<file path="config.mk">
export PLATFORM = sky130hd
export DESIGN_NAME = dec139_scan_ctrl_flat
export DESIGN_NICKNAME = d
export VERILOG_FILES = /design/src/rtl/dec139_scan_ctrl_if.sv /design/src/rtl/dec139_scan_ctrl.sv /design/src/flat_wrapper.sv
export SDC_FILE = /design/constraint.sdc
export NUM_CORES = 1
export LEC_CHECK = 0
export CAP_MARGIN = 20
export CORE_MARGIN = 2
export CORE_UTILIZATION = 49
export CTS_BUF_LIST = sky130_fd_sc_hd__clkbuf_16
export CTS_CLUSTER_SIZE = 16
export DETAILED_ROUTE_END_ITERATION = 6
export PLACE_DENSITY = 0.74
export REMOVE_ABC_BUFFERS = 1
export SLEW_MARGIN = 20
export SYNTH_ARGS = -nofsm -noshare
export SYNTH_HDL_FRONTEND = slang
export SYNTH_SLANG_ARGS = --single-unit
</file>
<file path="constraint.sdc">
create_clock -name clk_i -period 2.1 [get_ports clk_i]
set_input_delay 0.21 -clock clk_i [delete_from_list [all_inputs] [get_ports clk_i]]
set_output_delay 0.21 -clock clk_i [all_outputs]
set_load 0.1 [all_outputs]
</file>
<file path="src/rtl/dec139_scan_ctrl_if.sv">
// Control and decoder-drive signals of the dual 2-to-4 decoder scan sequencer.
// The controller drives en/single; the sequencer drives everything else.
interface dec139_scan_ctrl_if;
    logic       en;
    logic       single;
    logic       g_l1;
    logic       g_l2;
    logic       a1;
    logic       b1;
    logic       a2;
    logic       b2;
    logic [2:0] idx;
    logic       busy;
    logic       done;

    modport master (
        output en, single,
        input  g_l1, g_l2, a1, b1, a2, b2, idx, busy, done
    );

    modport slave (
        input  en, single,
        output g_l1, g_l2, a1, b1, a2, b2, idx, busy, done
    );
endinterface

</file>
<file path="src/rtl/dec139_scan_ctrl.sv">
// Scan sequencer for a 74x139-style dual decoder: steps indices 0..7 with a programmable
// dwell and blanking gap, continuous or single-pass; every output comes straight from a flop.
module dec139_scan_ctrl #(
    parameter int unsigned Dwell = 4,
    parameter int unsigned Blank = 1
) (
    input  logic              clk_i,
    input  logic              rst_ni,
    dec139_scan_ctrl_if.slave scan_io
);

    typedef enum logic [1:0] {StIdle, StDrive, StGap} state_e;

    localparam logic [7:0] DwellLast = 8'(Dwell - 1);
    localparam logic [7:0] BlankLast = (Blank == 0) ? 8'd0 : 8'(Blank - 1);
    localparam bit         HasBlank  = (Blank != 0);

    state_e     state_q, state_d;
    logic [2:0] idx_q, idx_d;
    logic [7:0] cnt_q, cnt_d;
    logic       mode_q, mode_d;
    logic       armed_q, armed_d;
    logic       done_q, done_d;
    logic       busy_q;
    logic       en_q, single_q;
    logic       advance;
    logic       g_l1_q, g_l1_d, g_l2_q, g_l2_d;
    logic       a1_q, a1_d, b1_q, b1_d, a2_q, a2_d, b2_q, b2_d;

    // Next-state logic acts on the registered en/single, giving the one-edge start/abort latency.
    always_comb begin
        state_d = state_q;
        idx_d   = idx_q;
        cnt_d   = cnt_q;
        mode_d  = mode_q;
        armed_d = armed_q | ~en_q;
        done_d  = 1'b0;
        advance = 1'b0;

        if (state_q != StIdle && !en_q) begin
            state_d = StIdle;
            idx_d   = 3'd0;
            cnt_d   = 8'd0;
        end else begin
            unique case (state_q)
                StIdle: begin
                    if (en_q && armed_q) begin
                        state_d = StDrive;
                        idx_d   = 3'd0;
                        cnt_d   = 8'd0;
                        mode_d  = single_q;
                    end
                end
                StDrive: begin
                    if (cnt_q == DwellLast) begin
                        cnt_d = 8'd0;
                        if (HasBlank) state_d = StGap;
                        else          advance = 1'b1;
                    end else begin
                        cnt_d = cnt_q + 8'd1;
                    end
                end
                StGap: begin
                    if (cnt_q == BlankLast) begin
                        cnt_d   = 8'd0;
                        advance = 1'b1;
                    end else begin
                        cnt_d = cnt_q + 8'd1;
                    end
                end
                default: state_d = StIdle;
            endcase
        end

        if (advance) begin
            if (idx_q != 3'd7) begin
                idx_d   = idx_q + 3'd1;
                state_d = StDrive;
            end else if (!mode_q) begin
                idx_d   = 3'd0;
                state_d = StDrive;
            end else begin
                idx_d   = 3'd0;
                state_d = StIdle;
                done_d  = 1'b1;
                armed_d = 1'b0;
            end
        end
    end

    // Decoder pins are decoded from the next state so they land in flops with the state.
    always_comb begin
        g_l1_d = 1'b1;
        g_l2_d = 1'b1;
        a1_d   = 1'b0;
        b1_d   = 1'b0;
        a2_d   = 1'b0;
        b2_d   = 1'b0;
        if (state_d != StIdle) begin
            if (!idx_d[2]) begin
                a1_d   = idx_d[0];
                b1_d   = idx_d[1];
                g_l1_d = (state_d != StDrive);
            end else begin
                a2_d   = idx_d[0];
                b2_d   = idx_d[1];
                g_l2_d = (state_d != StDrive);
            end
        end
    end

    always_ff @(posedge clk_i or negedge rst_ni) begin
        if (!rst_ni) begin
            state_q  <= StIdle;
            idx_q    <= 3'd0;
            cnt_q    <= 8'd0;
            mode_q   <= 1'b0;
            armed_q  <= 1'b1;
            done_q   <= 1'b0;
            busy_q   <= 1'b0;
            en_q     <= 1'b0;
            single_q <= 1'b0;
            g_l1_q   <= 1'b1;
            g_l2_q   <= 1'b1;
            a1_q     <= 1'b0;
            b1_q     <= 1'b0;
            a2_q     <= 1'b0;
            b2_q     <= 1'b0;
        end else begin
            state_q  <= state_d;
            idx_q    <= idx_d;
            cnt_q    <= cnt_d;
            mode_q   <= mode_d;
            armed_q  <= armed_d;
            done_q   <= done_d;
            busy_q   <= (state_d != StIdle);
            en_q     <= scan_io.en;
            single_q <= scan_io.single;
            g_l1_q   <= g_l1_d;
            g_l2_q   <= g_l2_d;
            a1_q     <= a1_d;
            b1_q     <= b1_d;
            a2_q     <= a2_d;
            b2_q     <= b2_d;
        end
    end

    assign scan_io.g_l1 = g_l1_q;
    assign scan_io.g_l2 = g_l2_q;
    assign scan_io.a1   = a1_q;
    assign scan_io.b1   = b1_q;
    assign scan_io.a2   = a2_q;
    assign scan_io.b2   = b2_q;
    assign scan_io.idx  = idx_q;
    assign scan_io.busy = busy_q;
    assign scan_io.done = done_q;

endmodule

</file>
<file path="src/flat_wrapper.sv">
// flat-port wrapper written by rule: the top's interface ports become plain ports
module dec139_scan_ctrl_flat 
#(
    parameter int unsigned Dwell = 4,
    parameter int unsigned Blank = 1
)
  (clk_i, rst_ni, scan_io_en, scan_io_single, scan_io_g_l1, scan_io_g_l2, scan_io_a1, scan_io_b1, scan_io_a2, scan_io_b2, scan_io_idx, scan_io_busy, scan_io_done);
  dec139_scan_ctrl_if scan_io_i ();
  input  logic clk_i;
  input  logic rst_ni;
  input wire logic [$bits(scan_io_i.en)-1:0] scan_io_en;
  input wire logic [$bits(scan_io_i.single)-1:0] scan_io_single;
  output wire logic [$bits(scan_io_i.g_l1)-1:0] scan_io_g_l1;
  output wire logic [$bits(scan_io_i.g_l2)-1:0] scan_io_g_l2;
  output wire logic [$bits(scan_io_i.a1)-1:0] scan_io_a1;
  output wire logic [$bits(scan_io_i.b1)-1:0] scan_io_b1;
  output wire logic [$bits(scan_io_i.a2)-1:0] scan_io_a2;
  output wire logic [$bits(scan_io_i.b2)-1:0] scan_io_b2;
  output wire logic [$bits(scan_io_i.idx)-1:0] scan_io_idx;
  output wire logic [$bits(scan_io_i.busy)-1:0] scan_io_busy;
  output wire logic [$bits(scan_io_i.done)-1:0] scan_io_done;
  assign scan_io_i.en = scan_io_en;
  assign scan_io_i.single = scan_io_single;
  assign scan_io_g_l1 = scan_io_i.g_l1;
  assign scan_io_g_l2 = scan_io_i.g_l2;
  assign scan_io_a1 = scan_io_i.a1;
  assign scan_io_b1 = scan_io_i.b1;
  assign scan_io_a2 = scan_io_i.a2;
  assign scan_io_b2 = scan_io_i.b2;
  assign scan_io_idx = scan_io_i.idx;
  assign scan_io_busy = scan_io_i.busy;
  assign scan_io_done = scan_io_i.done;
  dec139_scan_ctrl #(.Dwell(Dwell), .Blank(Blank)) u_core (.clk_i(clk_i), .rst_ni(rst_ni), .scan_io(scan_io_i));
endmodule
</file>
==> results of run 1 <==
-- kinds of logic (layout without fill, tap and decap cells) --
kind of cell / count (synthesis) / after routing / share of synthesized area
AOI/OAI and AO/OA: 32 / 32 / 0.169
buffers and inverters: 14 / 45 / 0.0428
adders and majority gates: 9 / 9 / 0.0876
DFF: 25 / 25 / 0.489
muxes: 3 / 3 / 0.0243
and+or+nand+nor: 43 / 43 / 0.187
-- report_power, final --
group | total, mW | switching [mW] | leakage, nW | internal (mW)
combinational | 0.824 | 0.536 | 0.500 | 0.288
sequential | 0.593 | 0.0409 | 0.328 | 0.552
clock | 0.426 | 0.170 | 0.0409 | 0.257
-- what timing repair did --
| item | in CTS | in global routing |
|---|---|---|
| resized for setup | 3 | 8 |
| setup buffers | 2 | 0 |
| endpoints found under the setup margin | 5 | 16 |
| pin swaps | 1 | 3 |
-- metal layers --
layer / vias up / share of wire
li1: 512 / -
met1: 493 / 0.41
met2: 22 / 0.54
met3: 6 / 0.027
met4: 0 / 0.024
met5: - / 0
-- worst min-delay path by stage --
stage | slack, ns | end | depth (start not counted) | startpoint
2_1_floorplan | -0.09 | u_core.cnt_q[0]$_DFFE_PN0P_ | 0 | rst_ni
3_3_place_gp | 0.46 | u_core.mode_q$_DFFE_PN0P_ | 1 | u_core.single_q$_DFF_PN0_
3_5_place_dp | 0.49 | u_core.mode_q$_DFFE_PN0P_ | 1 | u_core.single_q$_DFF_PN0_
4_1_cts | 0.33 | u_core.scan_io.busy$_DFF_PN0_ | 2 | rst_ni
5_1_grt | 0.36 | u_core.scan_io.a1$_DFF_PN0_ | 2 | rst_ni
6_report | 0.31 | u_core.single_q$_DFF_PN0_ | 2 | rst_ni
-- layout make-up --
cell class              count  area share
well taps                  30      0.0226
multi-input cells          87       0.384
flip-flops and latches     25       0.378
inverters                  10      0.0226
clock inverters             1     0.00301
repair buffers             31       0.144
clock buffers               3      0.0451
-- state kept, by name, indices dropped and copies added (netlist names) --
| register | count |
|---|---|
| u_core.scan_io.b1 | 1 |
| u_core.en_q | 1 |
| u_core.scan_io.a2 | 1 |
| u_core.mode_q | 1 |
| u_core.scan_io.done | 1 |
| u_core.scan_io.a1 | 1 |
| u_core.scan_io.idx | 3 |
| u_core.cnt_q | 8 |
| u_core.scan_io.g_l2 | 1 |
| u_core.armed_q | 1 |
| u_core.scan_io.g_l1 | 1 |
| u_core.scan_io.b2 | 1 |
| u_core.scan_io.busy | 1 |
| u_core.state_q | 2 |
| u_core.single_q | 1 |
-- through the flow --
| stage | worst slack (ns) | power [mW] | utilization |
|---|---|---|---|
| finish | -0.00789 | 1.84 | 0.671 |
| global route | -0.0615 | 1.98 | 0.671 |
| CTS | -0.0127 | 1.81 | 0.660 |
| detailed placement | -0.0805 | 1.38 | 0.618 |
| global placement | -0.00962 | 1.36 | 0.618 |
| floorplan | -0.117 | 1.16 | - |
-- synth_stat cells (2+ instances only) --
master,count,area share
mux2i_1,2,0.016
clkbuf_1,2,0.0058
inv_1,10,0.029
a22o_1,6,0.041
nor2b_1,3,0.015
or4_1,2,0.012
buf_2,2,0.0078
dfrtp_1,22,0.43
dfstp_2,3,0.061
o21ai_0,9,0.035
nand2_1,4,0.012
or2_2,2,0.0097
nand3_1,9,0.035
o31ai_1,2,0.012
a21oi_1,5,0.019
a21o_1,3,0.018
ha_1,9,0.088
nand2b_1,2,0.0097
nor3_1,2,0.0078
nor2_1,6,0.018
and3_1,7,0.034
==> flow_summary.json, run 1 <==
{
  "r2r-start": "u_core.cnt_q[3]$_DFFE_PN0P_",
  "yosys_warnings": 0,
  "crit_family": "simple AND/OR/NAND/NOR gates",
  "peakVddDrop_mv": 0.984,
  "fin_ws_ns": -0.00789,
  "port_buffers": 14,
  "crit_path_max_incr_delay_ns": 0.53,
  "critPathArrivalTime_ns": 2.31,
  "placed_cells": 181,
  "wl_mm": 2.66,
  "num-fill-cells": 197,
  "r2r_slack_ns": -0.008,
  "reg2reg_depth": 5,
  "cp-start-kind": "flip-flop",
  "reg2reg_to": "u_core.scan_io.a1$_DFF_PN0_",
  "antenna_found_initial": 0,
  "power.leakage_nw": 0.869,
  "vias": 1033,
  "hold-worst-slack_ns": 0.314,
  "timing.slew.headroom": 0.705,
  "cp_slowest_cell": "or4_4",
  "finalHoldViolations": 0,
  "numCtsBuffers": 3,
  "hold_buffers": 0,
  "post-route-period-util": 1.00,
  "syn2layout_area_growth_pct": 29.3,
  "placed_area_um2": 1530,
  "grt_util_met3": 0.0258,
  "clock_latency_ns": 0.26,
  "cts_buffer_depth": 2,
  "cp_max_fo": 5,
  "grt_util_met2": 0.352,
  "syn_area_um2": 1290,
  "maxCapViolCount": 0,
  "violations": "negative setup slack",
  "gp_congestion": 0.933,
  "synth_edf_count": 0,
  "drive_gt1_frac": 0.318,
  "first_pass_iters": 2,
  "overflow": 0,
  "grt_max_degree": 26,
  "top_usage_layer": "met2",
  "crit_path_start": "u_core.cnt_q[3]$_DFFE_PN0P_",
  "synth_seq_cells": 25,
  "rows": 18,
  "endpoint": "u_core.scan_io.a1$_DFF_PN0_",
  "ys.flop_type": "dfrtp_1",
  "avgSynthCellArea_um2": 10.2,
  "final.min_clock_period_ns": 2.11,
  "grt_pass1_wl_mm": 4.76,
  "status": "finished, violations left",
  "antenna_cells": 0,
  "final_common_cell": "buf_4",
  "wl_per_cell_um": 14.2,
  "boundaryPins": 15,
  "setup-violations-final": 2,
  "dieWidth_um": 55.2,
  "first_iter_violations": 11,
  "cts.sinks": 25,
  "core-area_um2": 2480,
  "grtUsageMet1": 0.227,
  "htree_num_levels": 1,
  "path_cells": "or4_4 -> or4_4 -> or3_1 -> a21oi_2 -> and3_1",
  "p_per_area_nw_per_um2": 1110,
  "syn_inst": 126,
  "end_kind": "flip-flop",
  "tightestPinTransition_ns": 0.436,
  "crit_cells": 5,
  "stdcell_count": 187,
  "fmax_mhz": 474,
  "multiInputGateArea_um2": 638,
  "die-area_um2": 3050,
  "final_cell_mix": "28 x buf_4, 22 x dfrtp_1, 10 x inv_1",
  "cp.required_ns": 2.30,
  "async_reset_ff_frac": 1.00,
  "path_clk_slew_ns": 0.06,
  "cp_common_cell": "or4_4",
  "grt_pass1_vias": 1062,
  "postLayoutCellArea_um2": 1660,
  "rsz0062_at_grt": "true",
  "drc_errors": 0,
  "die_h_um": 55.2,
  "regArea_um2": 629,
  "path_class": "flip-flop to flip-flop",
  "worst-path-buf-inv": 0,
  "cts_tree": "yes",
  "via_per_inst": 5.52,
  "ys_seq_area_frac": 0.489,
  "root_buffer": "clkbuf_16",
  "clock_skew_ns": 0.00376,
  "grt_usage": 0.193,
  "dp_hpwl_mm": 2.01,
  "hp-class": "input port to asynchronous set/reset pin",
  "nets": 171,
  "initial_utilization": 0.519,
  "fin_setup_tns_ns": -0.0157,
  "drv_slew": 0,
  "ys_types": 35,
  "antenna_left": 0
}
Note: power is estimated with default switching activity, not from simulation.
==> inputs of run 2 (changes only) <==
--- a/config.mk
+++ b/config.mk
@@ -13,6 +13,7 @@
 export DETAILED_ROUTE_END_ITERATION = 6
 export PLACE_DENSITY = 0.74
 export REMOVE_ABC_BUFFERS = 1
+export SKIP_CTS_REPAIR_TIMING = 1
 export SLEW_MARGIN = 20
 export SYNTH_ARGS = -nofsm -noshare
 export SYNTH_HDL_FRONTEND = slang
==> flow_summary.json, run 2 (same netlist as run 1, synthesis figures left out) <==
{
  "port_buffers": 14,
  "fmax_mhz": 472,
  "stdcell_count": 186,
  "boundaryPins": 15,
  "finalHoldViolations": 0,
  "clock_skew_ns": 0.00376,
  "timing.slew.headroom": 0.707,
  "clock_latency_ns": 0.26,
  "final.min_clock_period_ns": 2.12,
  "initial_utilization": 0.519,
  "htree_num_levels": 1,
  "gp_congestion": 0.933,
  "placed_cells": 181,
  "path_class": "flip-flop to flip-flop",
  "drive_gt1_frac": 0.321,
  "crit_path_max_incr_delay_ns": 0.53,
  "power.leakage_nw": 0.867,
  "core-area_um2": 2480,
  "tightestPinTransition_ns": 0.433,
  "syn2layout_area_growth_pct": 29.7,
  "largest_reg_flops": 8,
  "hold-worst-slack_ns": 0.314,
  "grt_max_degree": 26,
  "rsz0062_at_grt": "true",
  "cp_common_cell": "or4_4",
  "p_per_area_nw_per_um2": 1110,
  "rows": 18,
  "top_register": "u_core.cnt_q",
  "first_pass_iters": 4,
  "numCtsBuffers": 3,
  "path_cells": "or4_4 -> or4_4 -> or3_4 -> a21oi_4 -> and3_1",
  "antenna_found_initial": 0,
  "post-route-period-util": 1.01,
  "grt_pass1_vias": 1064,
  "status": "finished, violations left",
  "die_h_um": 55.2,
  "crit_path_start": "u_core.cnt_q[3]$_DFFE_PN0P_",
  "die-area_um2": 3050,
  "cp-start-kind": "flip-flop",
  "drc_errors": 0,
  "path_clk_slew_ns": 0.06,
  "end_kind": "flip-flop",
  "dp_hpwl_mm": 2.01,
  "cp_slowest_cell": "or4_4",
  "nets": 170,
  "cp_max_fo": 5,
  "cts_tree": "yes",
  "cts_buffer_depth": 2,
  "critPathArrivalTime_ns": 2.32,
  "final_cell_mix": "27 x buf_4, 22 x dfrtp_1, 10 x inv_1",
  "grt_pass1_wl_mm": 4.72,
  "first_iter_violations": 19,
  "via_per_inst": 5.52,
  "cp.required_ns": 2.30,
  "wl_per_cell_um": 14.2,
  "cts.sinks": 25,
  "maxCapViolCount": 0,
  "setup-violations-final": 2,
  "wl_mm": 2.64,
  "postLayoutCellArea_um2": 1670,
  "final_common_cell": "buf_4",
  "drv_slew": 0,
  "fin_ws_ns": -0.0203,
  "root_buffer": "clkbuf_16",
  "grt_usage": 0.191,
  "dieWidth_um": 55.2,
  "violations": "negative setup slack",
  "peakVddDrop_mv": 0.983,
  "num-fill-cells": 197,
  "antenna_cells": 0,
  "fin_setup_tns_ns": -0.0376,
  "antenna_left": 0,
  "vias": 1027,
  "final_core_util": 0.673,
  "placed_area_um2": 1530,
  "overflow": 0,
  "hp-class": "input port to asynchronous set/reset pin",
  "r2r-start": "u_core.cnt_q[3]$_DFFE_PN0P_"
}
==> run 2: cell count changes in the layout (fill, tap and decap cells not counted), sizes merged <==
cell  change
buf       -1
==> run 2: cell type report <==
type | count | area (um^2) | share of cell area
inverters | 10 | 37.5 | 0.0225
multi-input cells | 87 | 651 | 0.390
clock inverters | 1 | 5.00 | 0.00300
flip-flops and latches | 25 | 629 | 0.377
well taps | 30 | 37.5 | 0.0225
repair buffers | 30 | 233 | 0.140
clock buffers | 3 | 75.1 | 0.0450
==> run 2: worst paths after layout <==
check	to	slack, ns	cells after the start
worst min-delay path	u_core.single_q$_DFF_PN0_	0.31	2
min in group clk_i	u_core.single_q$_DFF_PN0_	0.38	1
worst max register to register	u_core.scan_io.a2$_DFF_PN0_	-0.02	5
worst max-delay path	u_core.scan_io.a2$_DFF_PN0_	-0.02	5
max in group asynchronous	u_core.scan_io.g_l1$_DFF_PN1_	1.49	2
worst min register to register	u_core.mode_q$_DFFE_PN0P_	0.49	1
==> run 2: per-layer routing <==
metal  up-vias  GRT usage  part of all wire
met4         0     0.0801             0.015
met1       491      0.226              0.42
li1        509          -                 -
met2        23      0.345              0.54
met5         -          0                 0
met3         4     0.0258             0.029
==> run 2: critical path, delay by kind of cell (launching register included) <==
kind               cells  cell delay, ns
DFF                    1            0.38
AOI/OAI and AO/OA      1            0.17
and+or+nand+nor        4            1.52
==> run 2: through the flow <==
step | power (mW) | setup slack [ns]
2_1_floorplan | 1.16 | -0.117
3_3_place_gp | 1.36 | -0.00962
3_5_place_dp | 1.38 | -0.0805
4_1_cts | 1.80 | -0.0960
5_1_grt | 1.99 | -0.0692
6_report | 1.85 | -0.0203
==> run 2: power breakdown <==
group / switching [mW] / internal, mW / leakage (nW) / total, mW
sequential: 0.0409 / 0.552 / 0.328 / 0.593
clock: 0.171 / 0.257 / 0.0409 / 0.427
combinational: 0.541 / 0.293 / 0.498 / 0.833
total: 0.752 / 1.10 / 0.867 / 1.85
